`src/rtl/i2c_byte_controller_pkg.sv`:
```
// Shared state encoding, phase constants and defaults for the I2C byte controller.
package i2c_pkg;

  typedef enum logic [2:0] {IDLE, START, DATA, ACK, STOP, HOLD} stateT;

  localparam logic [1:0] Q0 = 2'd0;
  localparam logic [1:0] Q1 = 2'd1;
  localparam logic [1:0] Q2 = 2'd2;
  localparam logic [1:0] Q3 = 2'd3;

  localparam logic I2C_ACK  = 1'b0;
  localparam logic I2C_NACK = 1'b1;

  localparam int CLK_DIV_DEFAULT = 250;

endpackage

```
`src/rtl/i2c_byte_controller_if.sv`:
```
// Command-side handshake plus open-drain pad signals of the I2C byte controller.
interface i2c_byte_if;
  logic       Go;
  logic       Rw;
  logic       Restart;
  logic       StopAfter;
  logic [7:0] TxByte;
  logic [7:0] RxByte;
  logic       Busy;
  logic       Done;
  logic       AckError;
  logic       SCL;
  logic       SDAOut;
  logic       SDAIn;
  logic       SCLIn;

  modport slave (
    input  Go, Rw, Restart, StopAfter, TxByte, SDAIn, SCLIn,
    output RxByte, Busy, Done, AckError, SCL, SDAOut
  );

  modport master (
    output Go, Rw, Restart, StopAfter, TxByte, SDAIn, SCLIn,
    input  RxByte, Busy, Done, AckError, SCL, SDAOut
  );
endinterface

```
`src/rtl/i2c_byte_controller_quarter_timer.sv`:
```
// Quarter-SCL-period divider: counts 0..CLK_DIV-1, ticks on the last count.
// CLK_DIV must be at least 2; freeze holds the count (used for clock stretching).
module i2c_quarter_timer #(
  parameter int CLK_DIV = 250,
  parameter int DIV_W   = 16
) (
  input  logic CLK,
  input  logic RESET,
  input  logic clear,
  input  logic freeze,
  output logic tick
);
  localparam logic [DIV_W-1:0] LAST = DIV_W'(CLK_DIV - 1);

  logic [DIV_W-1:0] count;

  always_ff @(posedge CLK or posedge RESET) begin
    if (RESET)        count <= '0;
    else if (clear)   count <= '0;
    else if (!freeze) count <= (count == LAST) ? '0 : count + DIV_W'(1);
  end

  assign tick = (count == LAST) && !freeze;
endmodule

```
`src/rtl/i2c_byte_controller.sv`:
```
// Byte-level I2C master sequencer: START / 8 data bits / ACK / STOP or bus hold.
// Optional macro I2C_CLOCK_STRETCH_EN freezes the Q1 divider while a slave holds SCL low.
module i2c_byte_controller
  import i2c_pkg::*;
#(
  parameter int CLK_DIV = CLK_DIV_DEFAULT,
  parameter int DIV_W   = 16
) (
  input logic       CLK,
  input logic       RESET,
  i2c_byte_if.slave bus
);
  stateT       state, stateNext;
  logic [1:0]  phase, phaseNext;
  logic [2:0]  bitCnt, bitCntNext;
  logic [7:0]  shifter, shiftD, rxQ, rxD;
  logic        rwQ, stopQ, fromHold, rwD, stopD, fromHoldD;
  logic        sclQ, sdaQ, sclD, sdaD;
  logic        doneQ, doneD, ackErrQ, ackErrD;
  logic        loadStrb, shiftStrb, goAcc, tick, freeze;

  assign goAcc = bus.Go && (state == IDLE || state == HOLD);

`ifdef I2C_CLOCK_STRETCH_EN
  assign freeze = sclQ && (phase == Q1) && !bus.SCLIn && bus.Busy;
`else
  logic unusedSclIn;
  assign unusedSclIn = bus.SCLIn;
  assign freeze      = 1'b0;
`endif

  i2c_quarter_timer #(.CLK_DIV(CLK_DIV), .DIV_W(DIV_W)) uTimer (
    .CLK(CLK), .RESET(RESET), .clear(goAcc), .freeze(freeze), .tick(tick)
  );

  always_ff @(posedge CLK or posedge RESET) begin
    if (RESET) begin
      state    <= IDLE;
      phase    <= Q0;
      bitCnt   <= 3'd7;
      rwQ      <= 1'b0;
      stopQ    <= 1'b0;
      fromHold <= 1'b0;
      sclQ     <= 1'b1;
      sdaQ     <= 1'b1;
      doneQ    <= 1'b0;
      ackErrQ  <= 1'b0;
      rxQ      <= 8'h00;
    end else begin
      state    <= stateNext;
      phase    <= phaseNext;
      bitCnt   <= bitCntNext;
      rwQ      <= rwD;
      stopQ    <= stopD;
      fromHold <= fromHoldD;
      sclQ     <= sclD;
      sdaQ     <= sdaD;
      doneQ    <= doneD;
      ackErrQ  <= ackErrD;
      rxQ      <= rxD;
    end
  end

  always_ff @(posedge CLK) shifter <= shiftD;

  always_comb begin
    stateNext  = state;
    phaseNext  = phase;
    bitCntNext = bitCnt;
    rwD        = rwQ;
    stopD      = stopQ;
    fromHoldD  = fromHold;
    doneD      = 1'b0;
    ackErrD    = ackErrQ;
    rxD        = rxQ;
    loadStrb   = 1'b0;
    shiftStrb  = 1'b0;
    sclD       = 1'b1;
    sdaD       = sdaQ;

    case (state)
      IDLE, HOLD: begin
        if (goAcc) begin
          stateNext  = (state == HOLD && !bus.Restart) ? DATA : START;
          phaseNext  = Q0;
          bitCntNext = 3'd7;
          rwD        = bus.Rw;
          stopD      = bus.StopAfter;
          fromHoldD  = (state == HOLD);
          ackErrD    = 1'b0;
          loadStrb   = 1'b1;
        end
      end
      default: begin
        if (tick) begin
          phaseNext = phase + 2'd1;
          case (state)
            START: if (phase == Q3) stateNext = DATA;
            DATA: begin
              // One shift per bit at Q1 end: samples SDA for reads and exposes the next MSB for writes.
              if (phase == Q1) shiftStrb = 1'b1;
              if (phase == Q3) begin
                if (bitCnt == 3'd0) begin
                  stateNext = ACK;
                  if (rwQ) rxD = shifter;
                end else begin
                  bitCntNext = bitCnt - 3'd1;
                end
              end
            end
            ACK: begin
              if (phase == Q1 && !rwQ) ackErrD = bus.SDAIn;
              if (phase == Q3) begin
                if (stopQ) begin
                  stateNext = STOP;
                end else begin
                  stateNext = HOLD;
                  doneD     = 1'b1;
                end
              end
            end
            STOP: begin
              if (phase == Q3) begin
                stateNext = IDLE;
                doneD     = 1'b1;
              end
            end
            default: ;
          endcase
        end
      end
    endcase

    shiftD = loadStrb  ? (bus.Rw ? 8'hFF : bus.TxByte) :
             shiftStrb ? {shifter[6:0], bus.SDAIn} : shifter;

    // Pad drive is decoded from the next state so it changes in lockstep with the phase.
    case (stateNext)
      IDLE: begin sclD = 1'b1; sdaD = 1'b1; end
      HOLD: sclD = 1'b0;
      START: begin
        sclD = (phaseNext == Q0) ? !fromHoldD : (phaseNext != Q3);
        sdaD = !phaseNext[1];
      end
      DATA: begin
        sclD = (phaseNext == Q1) || (phaseNext == Q2);
        if (phaseNext == Q0) sdaD = rwD ? 1'b1 : shiftD[7];
      end
      ACK: begin
        sclD = (phaseNext == Q1) || (phaseNext == Q2);
        sdaD = rwD ? (stopD ? I2C_NACK : I2C_ACK) : 1'b1;
      end
      STOP: begin
        sclD = (phaseNext != Q0);
        sdaD = phaseNext[1];
      end
      default: ;
    endcase
  end

  assign bus.SCL      = sclQ;
  assign bus.SDAOut   = sdaQ;
  assign bus.Busy     = (state != IDLE) && (state != HOLD);
  assign bus.Done     = doneQ;
  assign bus.AckError = ackErrQ;
  assign bus.RxByte   = rxQ;
endmodule
```
`src/flat_wrapper.sv`:
```
// flat-port wrapper written by rule: the top's interface ports become plain ports
module i2c_byte_controller_flat import i2c_pkg::*;
#(
  parameter int CLK_DIV = CLK_DIV_DEFAULT,
  parameter int DIV_W   = 16
)
  (CLK, RESET, bus_Go, bus_Rw, bus_Restart, bus_StopAfter, bus_TxByte, bus_SDAIn, bus_SCLIn, bus_RxByte, bus_Busy, bus_Done, bus_AckError, bus_SCL, bus_SDAOut);
  i2c_byte_if bus_i ();
  input logic CLK;
  input logic RESET;
  input wire logic [$bits(bus_i.Go)-1:0] bus_Go;
  input wire logic [$bits(bus_i.Rw)-1:0] bus_Rw;
  input wire logic [$bits(bus_i.Restart)-1:0] bus_Restart;
  input wire logic [$bits(bus_i.StopAfter)-1:0] bus_StopAfter;
  input wire logic [$bits(bus_i.TxByte)-1:0] bus_TxByte;
  input wire logic [$bits(bus_i.SDAIn)-1:0] bus_SDAIn;
  input wire logic [$bits(bus_i.SCLIn)-1:0] bus_SCLIn;
  output wire logic [$bits(bus_i.RxByte)-1:0] bus_RxByte;
  output wire logic [$bits(bus_i.Busy)-1:0] bus_Busy;
  output wire logic [$bits(bus_i.Done)-1:0] bus_Done;
  output wire logic [$bits(bus_i.AckError)-1:0] bus_AckError;
  output wire logic [$bits(bus_i.SCL)-1:0] bus_SCL;
  output wire logic [$bits(bus_i.SDAOut)-1:0] bus_SDAOut;
  assign bus_i.Go = bus_Go;
  assign bus_i.Rw = bus_Rw;
  assign bus_i.Restart = bus_Restart;
  assign bus_i.StopAfter = bus_StopAfter;
  assign bus_i.TxByte = bus_TxByte;
  assign bus_i.SDAIn = bus_SDAIn;
  assign bus_i.SCLIn = bus_SCLIn;
  assign bus_RxByte = bus_i.RxByte;
  assign bus_Busy = bus_i.Busy;
  assign bus_Done = bus_i.Done;
  assign bus_AckError = bus_i.AckError;
  assign bus_SCL = bus_i.SCL;
  assign bus_SDAOut = bus_i.SDAOut;
  i2c_byte_controller #(.CLK_DIV(CLK_DIV), .DIV_W(DIV_W)) u_core (.CLK(CLK), .RESET(RESET), .bus(bus_i));
endmodule
```
`config.mk`:
```
export PLATFORM = sky130hd
export DESIGN_NAME = i2c_byte_controller_flat
export DESIGN_NICKNAME = d
export VERILOG_FILES = /design/src/rtl/i2c_byte_controller_pkg.sv /design/src/rtl/i2c_byte_controller_if.sv /design/src/rtl/i2c_byte_controller_quarter_timer.sv /design/src/rtl/i2c_byte_controller.sv /design/src/flat_wrapper.sv
export SDC_FILE = /design/constraint.sdc
export NUM_CORES = 1
export LEC_CHECK = 0
export BUFFER_PORTS_ARGS = -buffer_cell sky130_fd_sc_hd__buf_2
export CORE_UTILIZATION = 25
export CTS_CLUSTER_DIAMETER = 120
export DETAILED_ROUTE_END_ITERATION = 12
export HOLD_SLACK_MARGIN = 0.1
export PLACE_DENSITY = 0.41
export SKIP_CTS_REPAIR_TIMING = 1
export SLEW_MARGIN = 30
export SYNTH_ARGS = -nofsm -noshare
export SYNTH_HDL_FRONTEND = slang
export SYNTH_SLANG_ARGS = --single-unit
```
`constraint.sdc`:
```
create_clock -name CLK -period 5.2 [get_ports CLK]
set_clock_uncertainty 0.05 [all_clocks]
set_input_delay 1.04 -clock CLK [delete_from_list [all_inputs] [get_ports CLK]]
set_output_delay 1.04 -clock CLK [all_outputs]
set_load 0.05 [all_outputs]
```
==> flow_metrics.tcl, run 1 <==
set metrics [dict create \
    synth_cells 258 \
    ys_seq_elements 47 \
    grt_setup_unrepaired "no" \
    cts-root-buf "clkbuf_8" \
    critical_path_class "reg2reg" \
    leakagePower_nw 1.48 \
    synth_cell_type_count 58 \
    dieArea_sq_um 10800 \
    fin_crit_sh_pct 61.8 \
    synth_most_common_cell "nand2_1" \
    fillers 1080 \
    max_freq_ghz 0.311 \
    io_pins 29 \
    drc 0 \
    synth_top_area_share_pct 32.9 \
    hold_slack_ps 443 \
    clk_pin_slew_ps 100 \
    antenna_found_initial 0 \
    synth_top_cell_by_area "dfrtp_1" \
    ant_nets 0 \
    initial_core_util_pct 26.1 \
    clockBufferDepth 2 \
    drt_iter0_drc 103 \
    cp_num_buf_inv 2 \
    htree_levels 2 \
    status "finished, final reports clean" \
    die_h_um 104 \
    holdCritPathClass "reg2reg" \
    worst_skew_pair.late_latency_ps 310 \
    synth_commonest_cells "36 x nand2_1, 34 x dfrtp_1, 23 x nor2_1, 17 x o21ai_0, 16 x inv_1" \
    area_delta_synth_final_pct 16.2 \
    dominantRegCellSynth "dfrtp_1" \
    wl_per_cell_um 13.3 \
    layout-drive-gt1-share_pct 23.4 \
    routabilityCongestion 0.722 \
    nNetsFinal 309 \
    finalHoldViolations 0 \
    grt_pass1_wl_um 9740 \
    ir_drop_mv 0.141 \
    relSlewSlack_pct 55.7 \
    period_minus_slack_ps 3220 \
    crit_path_start_kind "flip-flop" \
    first_pass_iters 4 \
    setup_tns_ps 0 \
    cp_max_fo 5 \
    synth_edf_count 7 \
    dp.cells 411 \
    cp_slowest_cell "nor4_1" \
    grt_pass1_vias 1851 \
    finalPower_mw 0.738 \
    numPortBuffers 27 \
    async_flop_share_pct 83.0 \
    grt_usage_pct 11.3 \
    synth_warnings 0 \
    grt_max_degree 40 \
    cap_violations 0 \
    required_ps 5410 \
    cts_tree "done" \
    power_density_nw_per_um2 246 \
    cts.sinks 47 \
    seq_area_frac_synth_pct 46.9 \
    syn-cell-area_sq_um 2590 \
    syn_area_per_cell_sq_um 10.0 \
    crit_path_end_kind "flip-flop" \
    drt-total-wl_um 5580 \
    grt_remaining_overflow 0 \
    avgViaCountPerCell 4.41 \
    crit_path_cell_trace "inv_1 > ha_1 > or4b_4 > nor4_1 > nand2_1 > o21ai_0 > inv_1 > ha_1 > o21ai_0 > nand2_1 > a22oi_1 > o22a_1" \
    cp_top_family "simple AND/OR/NAND/NOR gates" \
    core_sq_um 9910 \
    yosys-top-cells-area "dfrtp_1 33%, edfxtp_1 8.1%, nand2_1 5.2%" \
    tightest_slew_ps 658 \
    max_stage_delay_ps 630 \
    numCtsBuffers 5 \
    synth.net_count 282 \
    n_antenna_cell 0 \
    finalSetupViolCount 0 \
    dpl.hpwl_um 3960 \
    slew_viol_final 0 \
    die_x_um 104 \
    placementRows 36 \
    critical_path_arrival_ps 3430 \
    finalNonFillerCells 419 \
    vias 1848 \
]
-- state kept, by name, summed over array words and instances (netlist names) --
name	count
u_core.stopQ	1
u_core.bus.AckError	1
u_core.bus.Done	1
u_core.rwQ	1
u_core.shifter	8
u_core.state	3
u_core.bus.SDAOut	1
u_core.uTimer.count	16
u_core.fromHold	1
u_core.bus.RxByte	8
u_core.bus.SCL	1
u_core.bitCnt	3
u_core.phase	2
-- final timing paths --
path	from	end	slack, ps	cells after the start
setup / recovery	u_core.uTimer.count[1]	u_core.bus.SCL	1980	12
hold / removal	u_core.shifter[7]	u_core.bus.RxByte[7]	440	1
setup reg to reg	u_core.uTimer.count[1]	u_core.bus.SCL	1980	12
hold reg to reg	u_core.shifter[7]	u_core.bus.RxByte[7]	440	1
max in group asynchronous	RESET	u_core.bitCnt[1]	3920	3
min in group asynchronous	RESET	u_core.phase[1]	800	3
-- kinds of logic after synthesis --
logic type / after synthesis / synth area share [%]
compound gates: 37 / 10.9
buf+inv: 25 / 3.68
fa+ha+maj: 8 / 3.87
simple gates: 116 / 25.3
mux: 10 / 4.26
flops: 47 / 46.9
xor+xnor: 15 / 5.08
-- metrics by stage --
step / area [sq um] / setup WS, ps / util (%)
2_1_floorplan: 2590 / 2390 / -
3_3_place_gp: 2870 / 1970 / 28.9
3_5_place_dp: 2870 / 2000 / 28.9
4_1_cts: 3000 / 1960 / 30.3
5_1_grt: 3000 / 1690 / 30.3
6_report: 3000 / 1980 / 30.3
-- area by class of cell --
class	instances	area, sq um	area share (%)
inverters	16	60.1	2.00
flip-flops and latches	47	1210	40.4
clock inverters	3	67.6	2.25
clock buffers	5	68.8	2.29
repair buffers	29	150	5.00
multi-input cells	186	1280	42.6
well taps	133	166	5.54
-- metal layers --
metal	up-vias	track usage, %	part of all wire, %
met3	4	2.08	3.1
li1	944	-	-
met5	-	0	0
met1	871	15.8	52
met4	0	3.67	1.3
met2	29	17.6	44
-- placed cells by master (no fill, tap or decap), types with 4 or more instances in the layout --
cell      Yosys  routed
nand2_1      36      36
nor2b_1       5       5
inv_1        16      15
dfrtp_1      34      34
edfxtp_1      7       7
nand3_1      10      10
and2_1        4       4
mux2_2        8       8
buf_2         1      27
ha_1          8       8
dfstp_2       5       5
xor2_1       12      12
nor2_1       23      23
nand4_1       4       4
o21ai_0      17      17
clkbuf_8      0       5
-- power breakdown --
part / internal (mW) / leakage, nW / switching (mW)
clock network: 0.192 / 0.0644 / 0.136
logic: 0.0117 / 0.834 / 0.0203
registers: 0.376 / 0.585 / 0.00214
total: 0.580 / 1.48 / 0.158
Power figures use the tool's default switching activity.
==> run 2, diff against run 1 <==
--- a/config.mk
+++ b/config.mk
@@ -5,6 +5,7 @@
 export SDC_FILE = /design/constraint.sdc
 export NUM_CORES = 1
 export LEC_CHECK = 0
+export ABC_AREA = 1
 export BUFFER_PORTS_ARGS = -buffer_cell sky130_fd_sc_hd__buf_2
 export CORE_UTILIZATION = 25
 export CTS_CLUSTER_DIAMETER = 120
==> constraint.sdc (replaced) <==
create_clock -name CLK -period 3.2 [get_ports CLK]
set_clock_uncertainty 0.05 [all_clocks]
set_input_delay 0.64 -clock CLK [delete_from_list [all_inputs] [get_ports CLK]]
set_output_delay 0.64 -clock CLK [all_outputs]
set_load 0.05 [all_outputs]
==> flow_metrics.tcl, run 2 <==
set metrics [dict create \
    synth_edf_count 7 \
    grt_setup_unrepaired "no" \
    routabilityCongestion 0.838 \
    numPortBuffers 27 \
    grt_pass1_vias 2126 \
    placementRows 37 \
    dpl.hpwl_um 4740 \
    grt_remaining_overflow 0 \
    dominantRegCellSynth "dfrtp_1" \
    n_antenna_cell 0 \
    drt_iter0_drc 120 \
    io_pins 29 \
    relSlewSlack_pct 57.5 \
    setup_tns_ps 0 \
    pre_cts_ws_ps 706 \
    seq_power_share_pct 38.3 \
    crit_path_start_kind "flip-flop" \
    drc 0 \
    largest_reg_flops 16 \
    syn_area_per_cell_sq_um 8.29 \
    leakagePower_nw 1.45 \
    switching_share_pct 45.2 \
    grt_usage_pct 12.3 \
    cts.sinks 47 \
    vias 2169 \
    async_flop_share_pct 83.0 \
    cp_slowest_cell "dfrtp_1" \
    dp.cells 488 \
    wl_per_cell_um 12.8 \
    cap_violations 0 \
    cts_tree "done" \
    cts-root-buf "clkbuf_8" \
    synth_cell_type_count 43 \
    internal-power_mw 1.25 \
    finalHoldViolations 0 \
    p_sw_mw 1.04 \
    ant_nets 0 \
    comb_power_share_pct 44.8 \
    final_cell_mix "66 x nand2_1, 40 x inv_1, 34 x dfrtp_1" \
    crit_path_cell_trace "inv_1 > ha_1 > nand2_1 > inv_1 > nand2_1 > nor2_4 > nand2_1 > inv_1 > nand2_1 > o21ai_0 > ha_1 > nor2_1 > a31oi_1 > o21ai_1 > nor2_1 > nand2_1" \
    crit_path_end_kind "flip-flop" \
    seq_area_frac_synth_pct 44.7 \
    clockBufferDepth 2 \
    fillers 1147 \
    initial_core_util_pct 26.0 \
    syn-cell-area_sq_um 2710 \
    die_h_um 106 \
    max_stage_delay_ps 410 \
    htree_levels 2 \
    critical_path_class "reg2reg" \
    finalNonFillerCells 496 \
    drt-total-wl_um 6330 \
    worst_skew_pair.late_latency_ps 320 \
    synth.net_count 351 \
    numCtsBuffers 5 \
    yosys-top-cells-area "dfrtp_1 31%, nand2_1 9.1%, edfxtp_1 7.8%" \
    synth_top_cell_by_area "dfrtp_1" \
    first_pass_iters 4 \
    critical_path_arrival_ps 2690 \
    antenna_found_initial 0 \
    fin_crit_sh_pct 78.1 \
    cp_top_family "simple AND/OR/NAND/NOR gates" \
    cp_num_buf_inv 3 \
    nNetsFinal 383 \
    period_minus_slack_ps 2500 \
    p_clk_share_pct 16.9 \
    tightest_slew_ps 634 \
    clk_pin_slew_ps 110 \
    grt_pass1_wl_um 10700 \
    synth_most_common_cell "nand2_1" \
    max_freq_ghz 0.400 \
    dieArea_sq_um 11300 \
    die_x_um 106 \
    area_delta_synth_final_pct 14.4 \
    finalPower_mw 2.29 \
    synth_top_area_share_pct 31.4 \
    cp_max_fo 5 \
    final_common_cell "nand2_1" \
    core_sq_um 10400 \
    synth_cells 327 \
    layout-drive-gt1-share_pct 23.9 \
    synth_commonest_cells "66 x nand2_1, 41 x inv_1, 34 x dfrtp_1, 33 x nor2_1, 21 x o21ai_0" \
    synth_warnings 0 \
    power_density_nw_per_um2 738 \
    required_ps 3400 \
    cpMostUsedCell "nand2_1" \
    slew_viol_final 0 \
    ys_seq_elements 47 \
    setup_ws_ps 702 \
    largest_register "u_core.uTimer.count" \
    status "finished, final reports clean" \
    grt_max_degree 17 \
    holdCritPathClass "in2async" \
    finalSetupViolCount 0 \
    ir_drop_mv 0.297 \
    avgViaCountPerCell 4.37 \
]
[run 2: changes by cell type in the layout (fill, tap and decap cells not counted), sizes merged, moves of 5 or more]
cell / previous run / this run
a21oi: 3 / 11
inv: 15 / 47
mux2: 8 / 1
nand2: 36 / 77
nand3: 11 / 22
nor2: 24 / 43
nor2b: 5 / 0
nor3: 3 / 8
o21ai: 18 / 35
xor2: 12 / 2
[run 2: final cells by class]
class / count / area, sq um / share of cell area, %
Clock buffer: 5 / 68.8 / 2.22
Clock inverter: 3 / 23.8 / 0.766
Inverter: 47 / 184 / 5.93
Multi-Input combinational cell: 229 / 1290 / 41.7
Sequential cell: 47 / 1210 / 39.1
Tap cell: 136 / 170 / 5.49
Timing Repair Buffer: 29 / 150 / 4.84
[run 2: layer usage]
layer	vias to the layer above	share of wire, %	GRT usage [%]
li1	1126	-	-
met1	1007	51	16.5
met2	30	44	19.8
met3	6	3.0	2.58
met4	0	1.4	3.87
met5	-	0	0
[run 2: power by group through the flow]
stage / clock, mW / combinational, mW / sequential (mW)
5_1_grt: 0.435 / 1.17 / 0.896
3_3_place_gp: 0 / 1.03 / 0.891
2_1_floorplan: 0 / 0.800 / 0.897
3_5_place_dp: 0 / 1.03 / 0.892
6_report: 0.386 / 1.03 / 0.878
4_1_cts: 0.409 / 1.04 / 0.880
[run 2: cells by family after synthesis]
family	share of synthesized area, %
AO/OA/AOI/OAI	11.8
XOR/XNOR	1.29
adder cells (fa/ha/maj)	3.69
buffers and inverters	7.61
flip-flops	44.7
multiplexers	0.415
AND/OR/NAND/NOR	30.5
[run 2: worst reg2reg max path, delay by kind of cell, from the launching register on]
family / cells / cell delay [ps]
DFF: 1 / 410
buffers and inverters: 3 / 220
adders and majority gates: 2 / 450
AOI/OAI and AO/OA: 3 / 510
and+or+nand+nor: 8 / 780
[run 2: final timing paths]
check / depth (start not counted) / endpoint / startpoint / slack [ps]
worst max-delay path: 16 / u_core.bus.SCL / u_core.uTimer.count[1] / 700
worst min-delay path: 2 / u_core.bus.RxByte[1] / RESET / 260
worst max register to register: 16 / u_core.bus.SCL / u_core.uTimer.count[1] / 700
worst min register to register: 2 / u_core.fromHold / u_core.fromHold / 430
max in group asynchronous: 3 / u_core.bus.SDAOut / RESET / 2160
min in group CLK: 2 / u_core.fromHold / u_core.fromHold / 430
[run 2: stage by stage]
step	utilization, %	hold WS, ps	instance area [sq um]
2_1_floorplan	-	387	2710
3_3_place_gp	28.9	403	3010
3_5_place_dp	28.9	409	3010
4_1_cts	29.8	278	3100
5_1_grt	29.8	278	3100
6_report	29.8	258	3100
==> run 3, diff against run 2 <==
==> constraint.sdc (replaced) <==
create_clock -name CLK -period 2.5 [get_ports CLK]
set_clock_uncertainty 0.05 [all_clocks]
set_input_delay 0.5 -clock CLK [delete_from_list [all_inputs] [get_ports CLK]]
set_output_delay 0.5 -clock CLK [all_outputs]
set_load 0.05 [all_outputs]
==> flow_metrics.tcl, run 3 (synthesis results as in run 2) <==
set metrics [dict create \
    drt-total-wl_um 6320 \
    grt_pass1_vias 2228 \
    n_antenna_cell 0 \
    finalPower_mw 2.96 \
    die_h_um 106 \
    htree_levels 2 \
    cts.sinks 47 \
    setup_ws_ps 328 \
    regArea_sq_um 1210 \
    drc 0 \
    antenna_found_initial 0 \
    wl_per_cell_um 12.6 \
    drt_iter0_drc 127 \
    cts-root-buf "clkbuf_8" \
    numCtsBuffers 5 \
    first_pass_iters 4 \
    pre_cts_ws_ps 219 \
    final_cell_area_sq_um 3150 \
    clk_pin_slew_ps 100 \
    finalHoldViolations 0 \
    largest_register "u_core.uTimer.count" \
    setup_tns_ps 0 \
    dp.cells 494 \
    cpMostUsedCell "nand2_1" \
    clockBufferDepth 2 \
    fillers 1140 \
    largest_reg_flops 16 \
    crit_path_end_kind "flip-flop" \
    status "finished, final reports clean" \
    placementRows 37 \
    ir_drop_mv 0.394 \
    initial_core_util_pct 26.0 \
    required_ps 2700 \
    final_util_pct 30.3 \
    layout-drive-gt1-share_pct 25.7 \
    crit_path_cell_trace "inv_2 > nand2_4 > o21ai_4 > inv_6 > nor2_8 > buf_4 > nand2_2 > o21ai_2 > nand3b_1 > nand2_1 > nand2_1 > inv_1 > a21oi_2" \
    fin_crit_sh_pct 86.9 \
    cap_violations 0 \
    slew_viol_final 0 \
    crit_path_start_kind "flip-flop" \
    cp_slowest_cell "dfrtp_1" \
    critical_path_arrival_ps 2370 \
    core_sq_um 10400 \
    grt_pass1_wl_um 10700 \
    hold_slack_ps 249 \
    die_x_um 106 \
    tightest_slew_ps 533 \
    critical_path_class "reg2reg" \
    grt_usage_pct 12.2 \
    grt_setup_unrepaired "no" \
    dieArea_sq_um 11300 \
    grt_max_degree 40 \
    grt_remaining_overflow 0 \
    final_common_cell "nand2_1" \
    max_stage_delay_ps 480 \
    max_freq_ghz 0.460 \
    ant_nets 0 \
    avgViaCountPerCell 4.37 \
    io_pins 29 \
    area_delta_synth_final_pct 16.3 \
    period_minus_slack_ps 2170 \
    nNetsFinal 389 \
    relSlewSlack_pct 64.5 \
    finalSetupViolCount 0 \
    routabilityCongestion 0.818 \
    numPortBuffers 27 \
    postPlaceCellArea_sq_um 3050 \
    final_cell_mix "66 x nand2_1, 40 x inv_1, 34 x dfrtp_1" \
    cts_tree "done" \
    finalNonFillerCells 502 \
    power_density_nw_per_um2 938 \
    multi_input_area_sq_um 1300 \
    cp_max_fo 14 \
    vias 2196 \
    dpl.hpwl_um 4650 \
    leakagePower_nw 1.49 \
    holdCritPathClass "in2async" \
    worst_skew_pair.late_latency_ps 310 \
]
run 3: worst paths after layout:
path / slack (ps) / depth (start not counted) / end / startpoint
max: 330 / 13 / u_core.bus.SDAOut / u_core.state[0]
min: 250 / 3 / u_core.bus.RxByte[4] / RESET
max reg2reg: 330 / 13 / u_core.bus.SDAOut / u_core.state[0]
min reg2reg: 430 / 2 / u_core.fromHold / u_core.fromHold
max in group asynchronous: 1770 / 3 / u_core.bus.SDAOut / RESET
min in group CLK: 370 / 3 / u_core.stopQ / bus_StopAfter
run 3: layout make-up:
class | count | area share (%)
Clock buffer | 5 | 2.18
Tap cell | 136 | 5.39
Sequential cell | 47 | 38.4
Inverter | 47 | 5.83
Multi-Input combinational cell | 229 | 41.2
Timing Repair Buffer | 35 | 6.19
Clock inverter | 3 | 0.793
run 3: report_power, final:
part	internal [mW]	total, mW	switching, mW
logic	0.446	1.37	0.920
registers	0.987	1.10	0.115
clock network	0.201	0.489	0.288
total	1.63	2.96	1.32
run 3: worst max-delay path: cells and delay by family, from the launching register on:
| kind | cells | cell delay, ps |
|---|---|---|
| AOI/OAI and AO/OA | 3 | 430 |
| DFF | 1 | 480 |
| and+or+nand+nor | 6 | 620 |
| buffers and inverters | 4 | 530 |
run 3: routing by layer:
metal  share of wire [%]  track usage [%]
met1                  50             16.2
met2                  46             20.4
met3                 3.0             2.27
met4                 1.2             3.27
met5                   0                0
